<file path="config.mk">
export PLATFORM = sky130hd
export DESIGN_NAME = evm_ballot_controller
export DESIGN_NICKNAME = d
export VERILOG_FILES = /design/src/rtl/evm_ballot_controller.sv
export SDC_FILE = /design/constraint.sdc
export NUM_CORES = 1
export LEC_CHECK = 0
export ABC_AREA = 1
export CORE_MARGIN = 2
export CORE_UTILIZATION = 54
export DETAILED_ROUTE_END_ITERATION = 8
export GPL_TIMING_DRIVEN = 0
export PLACE_DENSITY = 0.84
export SLEW_MARGIN = 20
export SYNTH_ARGS = -nofsm -noshare
export SYNTH_HDL_FRONTEND = slang
export SYNTH_SLANG_ARGS = --single-unit
</file>
<file path="constraint.sdc">
create_clock -name clk -period 3.55 [get_ports clk]
set_input_delay 0.5325 -clock clk [delete_from_list [all_inputs] [get_ports clk]]
set_output_delay 0.5325 -clock clk [all_outputs]
set_load 0.05 [all_outputs]
</file>
<file path="src/rtl/evm_ballot_controller.sv">
// Officer/voter front end for the EVM core: power-on, ballot issue, vote pulses, close and tally readback.
// Vote lands 2 cycles after a single button edge; readback is fully stalled by voting_done; no other backpressure.
module evm_ballot_controller #(
  parameter int WIDTH          = 7,
  parameter int RES_LAT        = 2,
  parameter int BALLOT_TIMEOUT = 1000
) (
  input  logic             clk,
  input  logic             rst,
  input  logic             power_key,
  input  logic             officer_enable,
  input  logic             close_poll,
  input  logic [2:0]       btn_vote,
  output logic             switch_on_evm,
  output logic             candidate_ready,
  output logic             vote_candidate_1,
  output logic             vote_candidate_2,
  output logic             vote_candidate_3,
  output logic             voting_session_done,
  output logic [1:0]       display_results,
  output logic             display_winner,
  input  logic [2:0]       candidate_name,
  input  logic             invalid_results,
  input  logic [WIDTH-1:0] results,
  input  logic             voting_in_progress,
  input  logic             voting_done,
  output logic [WIDTH-1:0] count_c1,
  output logic [WIDTH-1:0] count_c2,
  output logic [WIDTH-1:0] count_c3,
  output logic [2:0]       winner_id,
  output logic [WIDTH-1:0] winner_count,
  output logic             winner_invalid,
  output logic [WIDTH+1:0] cast_count,
  output logic             tally_mismatch,
  output logic             tally_valid,
  output logic             vote_cast,
  output logic             vote_rejected,
  output logic             ballot_timeout
);

  localparam int TW = $clog2(BALLOT_TIMEOUT + 1);
  localparam int LW = $clog2(RES_LAT + 2);

  typedef enum logic [3:0] {
    S_OFF, S_WAIT_ON, S_READY, S_BALLOT, S_VOTE, S_CLOSE, S_READ, S_WINNER, S_DONE
  } state_t;

  state_t           state_q, state_d;
  logic [2:0]       btn_q, btn_prev, btn_edge, vote_sel_q;
  logic             single_edge, multi_edge;
  logic [TW-1:0]    timer_q;
  logic             timeout_hit;
  logic [LW-1:0]    slot_q;
  logic             slot_last;
  logic [1:0]       idx_q;
  logic             close_pending_q;
  logic [WIDTH+1:0] tally_sum;

  assign btn_edge    = btn_q & ~btn_prev;
  assign single_edge = (btn_edge != 3'd0) && ((btn_edge & (btn_edge - 3'd1)) == 3'd0);
  assign multi_edge  = (btn_edge != 3'd0) && !single_edge;
  assign timeout_hit = (timer_q == TW'(BALLOT_TIMEOUT - 1));
  assign slot_last   = (slot_q == LW'(RES_LAT));
  assign tally_sum   = {2'b00, count_c1} + {2'b00, count_c2} + {2'b00, count_c3};

  always_ff @(posedge clk) begin
    if (rst) begin
      state_q         <= S_OFF;
      btn_q           <= '0;
      btn_prev        <= '0;
      vote_sel_q      <= '0;
      timer_q         <= '0;
      slot_q          <= '0;
      idx_q           <= '0;
      close_pending_q <= 1'b0;
      cast_count      <= '0;
      count_c1        <= '0;
      count_c2        <= '0;
      count_c3        <= '0;
      winner_id       <= '0;
      winner_count    <= '0;
      winner_invalid  <= 1'b0;
    end else begin
      state_q  <= state_d;
      btn_q    <= btn_vote;
      btn_prev <= btn_q;

      if (!power_key)
        close_pending_q <= 1'b0;
      else if (state_q == S_READY && close_pending_q)
        close_pending_q <= 1'b0;
      else if (close_poll && state_q != S_OFF)
        close_pending_q <= 1'b1;

      // A rejected multi-press deliberately leaves the timer running.
      timer_q <= (state_q == S_BALLOT) ? timer_q + TW'(1) : '0;

      if (state_q == S_BALLOT && single_edge)
        vote_sel_q <= btn_edge;

      if (state_q == S_READ || state_q == S_WINNER) begin
        if (slot_last) begin
          slot_q <= '0;
          if (state_q == S_READ) idx_q <= idx_q + 2'd1;
        end else begin
          slot_q <= slot_q + LW'(1);
        end
      end else begin
        slot_q <= '0;
        idx_q  <= '0;
      end

      if (state_q == S_READ && slot_last) begin
        case (idx_q)
          2'd0:    count_c1 <= results;
          2'd1:    count_c2 <= results;
          default: count_c3 <= results;
        endcase
      end

      if (state_q == S_WINNER && slot_last) begin
        winner_id      <= candidate_name;
        winner_count   <= results;
        winner_invalid <= invalid_results;
      end

      if (!power_key)
        cast_count <= '0;
      else if (state_q == S_VOTE && cast_count != '1)
        cast_count <= cast_count + (WIDTH+2)'(1);
    end
  end

  always_comb begin
    state_d = state_q;
    case (state_q)
      S_OFF:     if (power_key) state_d = S_WAIT_ON;
      S_WAIT_ON: if (voting_in_progress) state_d = S_READY;
      S_READY: begin
        if (close_pending_q)     state_d = S_CLOSE;
        else if (officer_enable) state_d = S_BALLOT;
      end
      S_BALLOT: begin
        if (single_edge)      state_d = S_VOTE;
        else if (timeout_hit) state_d = S_READY;
      end
      S_VOTE:   state_d = S_READY;
      S_CLOSE:  if (voting_done) state_d = S_READ;
      S_READ:   if (slot_last && idx_q == 2'd2) state_d = S_WINNER;
      S_WINNER: if (slot_last) state_d = S_DONE;
      S_DONE:   state_d = S_DONE;
      default:  state_d = S_OFF;
    endcase
    if (!power_key) state_d = S_OFF;
  end

  always_comb begin
    switch_on_evm       = (state_q != S_OFF);
    candidate_ready     = (state_q == S_BALLOT) || (state_q == S_VOTE);
    vote_candidate_1    = (state_q == S_VOTE) && vote_sel_q[0];
    vote_candidate_2    = (state_q == S_VOTE) && vote_sel_q[1];
    vote_candidate_3    = (state_q == S_VOTE) && vote_sel_q[2];
    voting_session_done = (state_q == S_CLOSE);
    display_results     = (state_q == S_READ) ? idx_q : 2'b00;
    display_winner      = (state_q == S_WINNER);
    tally_valid         = (state_q == S_DONE);
    tally_mismatch      = (state_q == S_DONE) && (tally_sum != cast_count);
    vote_cast           = (state_q == S_VOTE);
    vote_rejected       = (state_q == S_BALLOT) && multi_edge;
    ballot_timeout      = (state_q == S_BALLOT) && timeout_hit && !single_edge;
  end

endmodule
</file>
==> results of run 1 <==
logic make-up after synthesis:
kind of cell / share of synthesized area
DFF: 0.392
AOI/OAI and AO/OA: 0.108
adders and majority gates: 0.0917
buffers and inverters: 0.0814
and+or+nand+nor: 0.314
xor gates and xnor gates: 0.0124
power groups by stage:
| stage | Sequential [mW] | Combinational [mW] | Clock, mW |
|---|---|---|---|
| 2_1_floorplan | 0.804 | 0.0694 | 0 |
| 3_3_place_gp | 0.804 | 0.115 | 0 |
| 3_5_place_dp | 0.805 | 0.117 | 0 |
| 4_1_cts | 0.786 | 0.118 | 0.605 |
| 5_1_grt | 0.787 | 0.130 | 0.639 |
| 6_report | 0.787 | 0.119 | 0.601 |
how the worst min path moves through the flow:
stage	startpoint	to	slack (ns)	cells after the start
2_1_floorplan	slot_q[0]	slot_q[0]	0.39	1
4_1_cts	slot_q[0]	slot_q[0]	0.41	1
3_3_place_gp	slot_q[0]	slot_q[0]	0.40	1
3_5_place_dp	slot_q[0]	slot_q[0]	0.40	1
6_report	slot_q[0]	slot_q[0]	0.42	1
5_1_grt	slot_q[0]	slot_q[0]	0.44	1
area by class of cell:
type                       count  area [um^2]
clock inverter                 4         32.5
tap                           77         96.3
timing repair buffer          75          748
fill                         529         1740
buffer                         7         27.5
inverter                      69          259
multi-input combinational    341         1870
sequential                    69         1390
clock buffer                  12          155
state kept, by name, summed over array words and instances, names as in the netlist:
register,cells
winner_count,7
btn_q,3
winner_id,3
idx_q,2
close_pending_q,1
count_c3,7
vote_sel_q,3
cast_count,9
timer_q,10
state_q,4
winner_invalid,1
slot_q,2
count_c2,7
btn_prev,3
count_c1,7
timing repair:
item,4_1_cts,5_1_grt
gates resized for setup,5,9
hold buffers,0,0
endpoints found under the setup margin,1,1
endpoints found under the hold margin,0,0
pin swaps,0,3
Yosys cell counts:
| library cell | n | area, um^2 |
|---|---|---|
| dfxtp_1 | 69 | 1380 |
| inv_1 | 62 | 233 |
| nand3_1 | 40 | 200 |
| buf_2 | 1 | 5.00 |
| nand2_4 | 1 | 11.3 |
| nand2_1 | 79 | 297 |
| nand4_1 | 5 | 31.3 |
| nor2_4 | 6 | 67.6 |
| nor2_1 | 86 | 323 |
| o31ai_1 | 1 | 7.51 |
| fa_1 | 8 | 160 |
| ha_1 | 13 | 163 |
| clkbuf_1 | 6 | 22.5 |
| nor3_1 | 8 | 40.0 |
| o21ai_0 | 33 | 165 |
| nand2_2 | 2 | 12.5 |
| nor3_2 | 2 | 20.0 |
| a31oi_1 | 1 | 6.26 |
| nor3_4 | 2 | 32.5 |
| nor4_1 | 2 | 12.5 |
| a21oi_1 | 37 | 185 |
| inv_2 | 7 | 26.3 |
| xnor2_1 | 5 | 43.8 |
| nor3b_1 | 1 | 7.51 |
| nand3_2 | 2 | 20.0 |
| nor2_2 | 4 | 25.0 |
| or2_2 | 1 | 6.26 |
| a211oi_1 | 2 | 15.0 |
metal layers:
| layer | part of all wire | wire length (um) | vias to the layer above | GRT usage |
|---|---|---|---|---|
| met5 | 0 | 0 | - | 0 |
| met4 | 0.022 | 195 | 0 | 0.123 |
| met3 | 0.050 | 450 | 19 | 0.0393 |
| met2 | 0.49 | 4430 | 107 | 0.432 |
| met1 | 0.44 | 3980 | 1627 | 0.320 |
| li1 | - | - | 1737 | - |
metrics by stage:
step | hold WS (ns) | instance area (um^2) | utilization | setup slack (ns)
after floorplan | 0.391 | 3520 | - | 0.219
after global placement | 0.399 | 4370 | 0.692 | 0.0253
after detailed placement | 0.404 | 4370 | 0.692 | -0.0630
after CTS | 0.414 | 4550 | 0.721 | 0.0558
after global routing | 0.435 | 4580 | 0.725 | 0.00304
final | 0.416 | 4580 | 0.725 | 0.138
worst max-delay path, cell delays in order, from the launching register on:
cell and delay [ns]:
dfxtp_2 0.35, fa_1 0.52, ha_4 0.20, fa_1 0.56, nand2_1 0.07, nand2_1 0.07, nand3_1 0.09, nor2_1 0.09
nand2_1 0.07, nor2_2 0.08, nand2_1 0.06, nor2_2 0.12, a21oi_2 0.07, buf_4 0.19
==> results.toml, run 1 <==
[detailed_routing]
dr.pass1.iters = 4
drtIter0Drc = 190
via_per_inst = 5.34
drt_drc_violations_left = 0
wl_um = 9060
wire_per_inst_um = 13.8
ant_nets = 0
num_vias = 3490

[logic_synthesis]
postSynthCellCount = 486
synth.net_count = 528
synth_area_um2 = 3520
ys_ff_latch = 69
yosysSeqAreaShare = 0.392
synth_cell_type_count = 28
ys_warn_count = 0
avgSynthCellArea_um2 = 7.24

[setup_path]
r2r_slack_ns = 1.60
start_kind = "flop"
reg2reg_to = "cast_count[7]"
startpoint = "count_c2[1]"
crit_required_ns = 3.02
critical_path_class = "reg2out"
r2r-start = "cast_count[1]"
worstPathMaxFanout = 3
end_kind = "output port"
cp-endpoint = "tally_mismatch"
r2r_cells = 13
worstPathArrival_ns = 2.88

[power_and_ir_drop]
intPower_mw = 1.12
seq_power_share = 0.522
p_switching_mw = 0.385
clkPwrFrac = 0.399
p_leak_nw = 1.90
fin_total_pwr_mw = 1.51
powerDensity_nw_per_um2 = 329
switching_share = 0.256
max-vdd-ir-drop_mv = 0.317
combPwrFrac = 0.079

[timing]
period_share = 0.961
period_minus_slack_ns = 3.41
tightestPinTransition_ns = 0.579
setup_viol = 0
fmax_mhz = 293
hold_violations = 0
slew_headroom = 0.614
tns_ns = 0
slew_viol_final = 0
grt_setup_unrepaired = "no"
skew_ns = 0.00632

[final_layout]
area_delta_synth_final_pct = 30.0
antennaDiodeCount = 0
final_common_cell = "nor2_1"
final_cell_mix = "nor2_1, nand2_1, clkdlybuf4s50_1, dfxtp_1, inv_1"
final_cells = 654
drive_above_1_share = 0.0884
final_nets = 614

[cts]
clkTransAtPathRegs_ns = 0.07
post_cts_buffers = 0
cts_tree = "built"
clock-sinks = 69
clockRootBuffer = "clkbuf_8"
cts-buffers-inserted = 9
insertion_delay_ns = 0.35
cts-htree-levels = 3
cts_buffer_depth = 2

[placed_design]
place_inst = 638
portBuffers = 75
dp_hpwl_um = 6930
place_congestion = 0.870

[global_routing]
grt_max_degree = 13
grt_util_all_layers = 0.256
grt_first_pass_wirelength_um = 14900
antenna_found_initial = 0
grt_pass1_vias = 3349
grt_overflow = 0

[die]
die-width_um = 84.7
initial_core_util = 0.557
num_rows = 29
io_pins = 76
dieArea_um2 = 7180
die_y_um = 84.7
core_um2 = 6310

[min_path]
hold_class = "reg2reg"

[job]
max_cap_violations = 0

[run_status]
status = "completed"
Power figures use the tool's default switching activity.
==> run 2: changes to the inputs <==
--- a/config.mk
+++ b/config.mk
@@ -11,6 +11,7 @@
 export DETAILED_ROUTE_END_ITERATION = 8
 export GPL_TIMING_DRIVEN = 0
 export PLACE_DENSITY = 0.84
+export SKIP_LAST_GASP = 1
 export SLEW_MARGIN = 20
 export SYNTH_ARGS = -nofsm -noshare
 export SYNTH_HDL_FRONTEND = slang
==> results of run 2 <==
Same layout as run 1: the final DEF is identical, and so are final timing and power.
==> run 3: changes to the inputs <==
--- a/config.mk
+++ b/config.mk
@@ -6,11 +6,11 @@
 export NUM_CORES = 1
 export LEC_CHECK = 0
 export ABC_AREA = 1
-export CORE_MARGIN = 2
-export CORE_UTILIZATION = 54
+export CORE_MARGIN = 4
+export CORE_UTILIZATION = 55
 export DETAILED_ROUTE_END_ITERATION = 8
 export GPL_TIMING_DRIVEN = 0
-export PLACE_DENSITY = 0.84
+export PLACE_DENSITY = 0.86
 export SKIP_LAST_GASP = 1
 export SLEW_MARGIN = 20
 export SYNTH_ARGS = -nofsm -noshare
==> run 3 against run 2 <==
Combinational power is essentially flat. Flip-flop and latch count is the same. Cell area is essentially flat. Global-route usage grew 0.23 points. Total power grew 2.7%. Wire length grew 0.81%. Sequential power is essentially flat. Core utilization grew 3.0 points. Register-to-register slack is essentially flat. Setup slack lost 0.018 ns. Clock power grew 6.8%. Hold slack gained 0.0040 ns. Critical endpoint unchanged. Largest cell class unchanged. Largest power group unchanged. Highest routed layer unchanged.
==> results.toml, run 3 (synthesis gave the netlist of run 1 again) <==
[die]
core_um2 = 6060
num_rows = 28
die_y_um = 88.0
initial_core_util = 0.581
dieArea_um2 = 7740
io_pins = 76
die-width_um = 88.0

[setup_path]
worstPathArrival_ns = 2.90
worstPathMaxFanout = 3
critical_path_class = "reg2out"
cp-endpoint = "tally_mismatch"
crit_required_ns = 3.02
start_kind = "flop"
end_kind = "output port"
startpoint = "count_c1[1]"
r2r_cells = 13
r2r-start = "cast_count[1]"
r2r_slack_ns = 1.59
reg2reg_to = "cast_count[7]"

[detailed_routing]
drt_drc_violations_left = 0
ant_nets = 0
drtIter0Drc = 168
num_vias = 3474
wire_per_inst_um = 14.0
dr.pass1.iters = 4
wl_um = 9130
via_per_inst = 5.34

[timing]
hold_violations = 0
period_share = 0.966
grt_setup_unrepaired = "yes"
slew_headroom = 0.600
tightestPinTransition_ns = 0.601
setup_viol = 0
period_minus_slack_ns = 3.43
skew_ns = 0.0142
slew_viol_final = 0
setup_slack_ns = 0.121
fmax_mhz = 292

[power_and_ir_drop]
intPower_mw = 1.15
p_leak_nw = 1.90
switching_share = 0.259
powerDensity_nw_per_um2 = 338
p_switching_mw = 0.400
fin_total_pwr_mw = 1.55
combPwrFrac = 0.077
clkPwrFrac = 0.415
max-vdd-ir-drop_mv = 0.413
seq_power_share = 0.508

[cts]
cts_tree = "built"
cts-buffers-inserted = 9
clock-sinks = 69
cts-htree-levels = 3
hold_buffers = 0
post_cts_buffers = 0
clkTransAtPathRegs_ns = 0.08
clockRootBuffer = "clkbuf_8"
cts_buffer_depth = 2
insertion_delay_ns = 0.36

[placed_design]
place_inst = 636
pre_cts_ws_ns = -0.0439
portBuffers = 75
dp_hpwl_um = 6820
place_congestion = 0.885

[final_layout]
final_cell_mix = "nor2_1, nand2_1, clkdlybuf4s50_1, dfxtp_1, inv_1"
drive_above_1_share = 0.0868
final_cells = 651
final_common_cell = "nor2_1"
final_util = 0.755
antennaDiodeCount = 0
area_delta_synth_final_pct = 29.9
largest_reg_flops = 10
regMostFlops = "timer_q"
final_nets = 614
top_regs = "timer_q x10, cast_count x9"

[min_path]
hold_class = "reg2reg"
min_from = "slot_q[0]"

[global_routing]
grt_overflow = 0
grt_first_pass_wirelength_um = 15600
grt_util_all_layers = 0.258
antenna_found_initial = 0
grt_max_degree = 13
grt_pass1_vias = 3483

[run_status]
status = "completed"

[job]
max_cap_violations = 0
## run 3: area by class of cell
cell class / count / area, um^2
well taps: 75 / 93.8
fillers: 473 / 1490
inverters: 69 / 259
clock inverters: 6 / 63.8
repair buffers: 75 / 748
clock buffers: 9 / 124
flip-flops and latches: 69 / 1380
plain buffers: 7 / 27.5
multi-input cells: 341 / 1870
## run 3: through the flow
stage	cell area, um^2	hold slack (ns)	TNS, ns
2_1_floorplan	3520	0.391	0
3_3_place_gp	4370	0.398	-0.00464
3_5_place_dp	4370	0.406	-0.0439
4_1_cts	4550	0.421	0
5_1_grt	4570	0.445	-0.0307
6_report	4570	0.420	0
## run 3: timing repair
item | in CTS | in global routing
pin swaps | 0 | 2
hold endpoints to repair | 0 | 0
gates resized for setup | 5 | 8
setup endpoints to repair | 1 | 1
## run 3: critical path, cell delays in order (launching register included)
cell,delay (ns)
dfxtp_1,0.35
fa_1,0.52
ha_4,0.20
fa_1,0.50
inv_1,0.08
nand2_1,0.05
nand2_1,0.06
nand3_1,0.08
nor2_1,0.11
nand2_1,0.07
nor2_1,0.10
nand2_1,0.07
nor2_2,0.11
a21oi_2,0.06
buf_4,0.19
## run 3: worst min path at each step
stage / to / slack, ns / depth (start not counted)
after floorplan: slot_q[0] / 0.39 / 1
after global placement: slot_q[0] / 0.40 / 1
after detailed placement: slot_q[0] / 0.41 / 1
after CTS: slot_q[0] / 0.42 / 1
after global routing: slot_q[0] / 0.44 / 1
final: slot_q[0] / 0.42 / 1
## run 3: power by group through the flow
stage / clock [mW] / combinational [mW] / sequential [mW]
global placement: 0 / 0.115 / 0.804
CTS: 0.647 / 0.118 / 0.787
detailed placement: 0 / 0.117 / 0.805
floorplan: 0 / 0.0694 / 0.804
finish: 0.642 / 0.119 / 0.787
global route: 0.684 / 0.131 / 0.787
## run 3: per-layer routing
| metal | vias to the layer above | wire (um) | GRT usage |
|---|---|---|---|
| met3 | 28 | 627 | 0.0687 |
| met5 | - | 0 | 0 |
| met4 | 0 | 261 | 0.0962 |
| met1 | 1598 | 3680 | 0.306 |
| met2 | 119 | 4560 | 0.447 |
| li1 | 1729 | - | - |
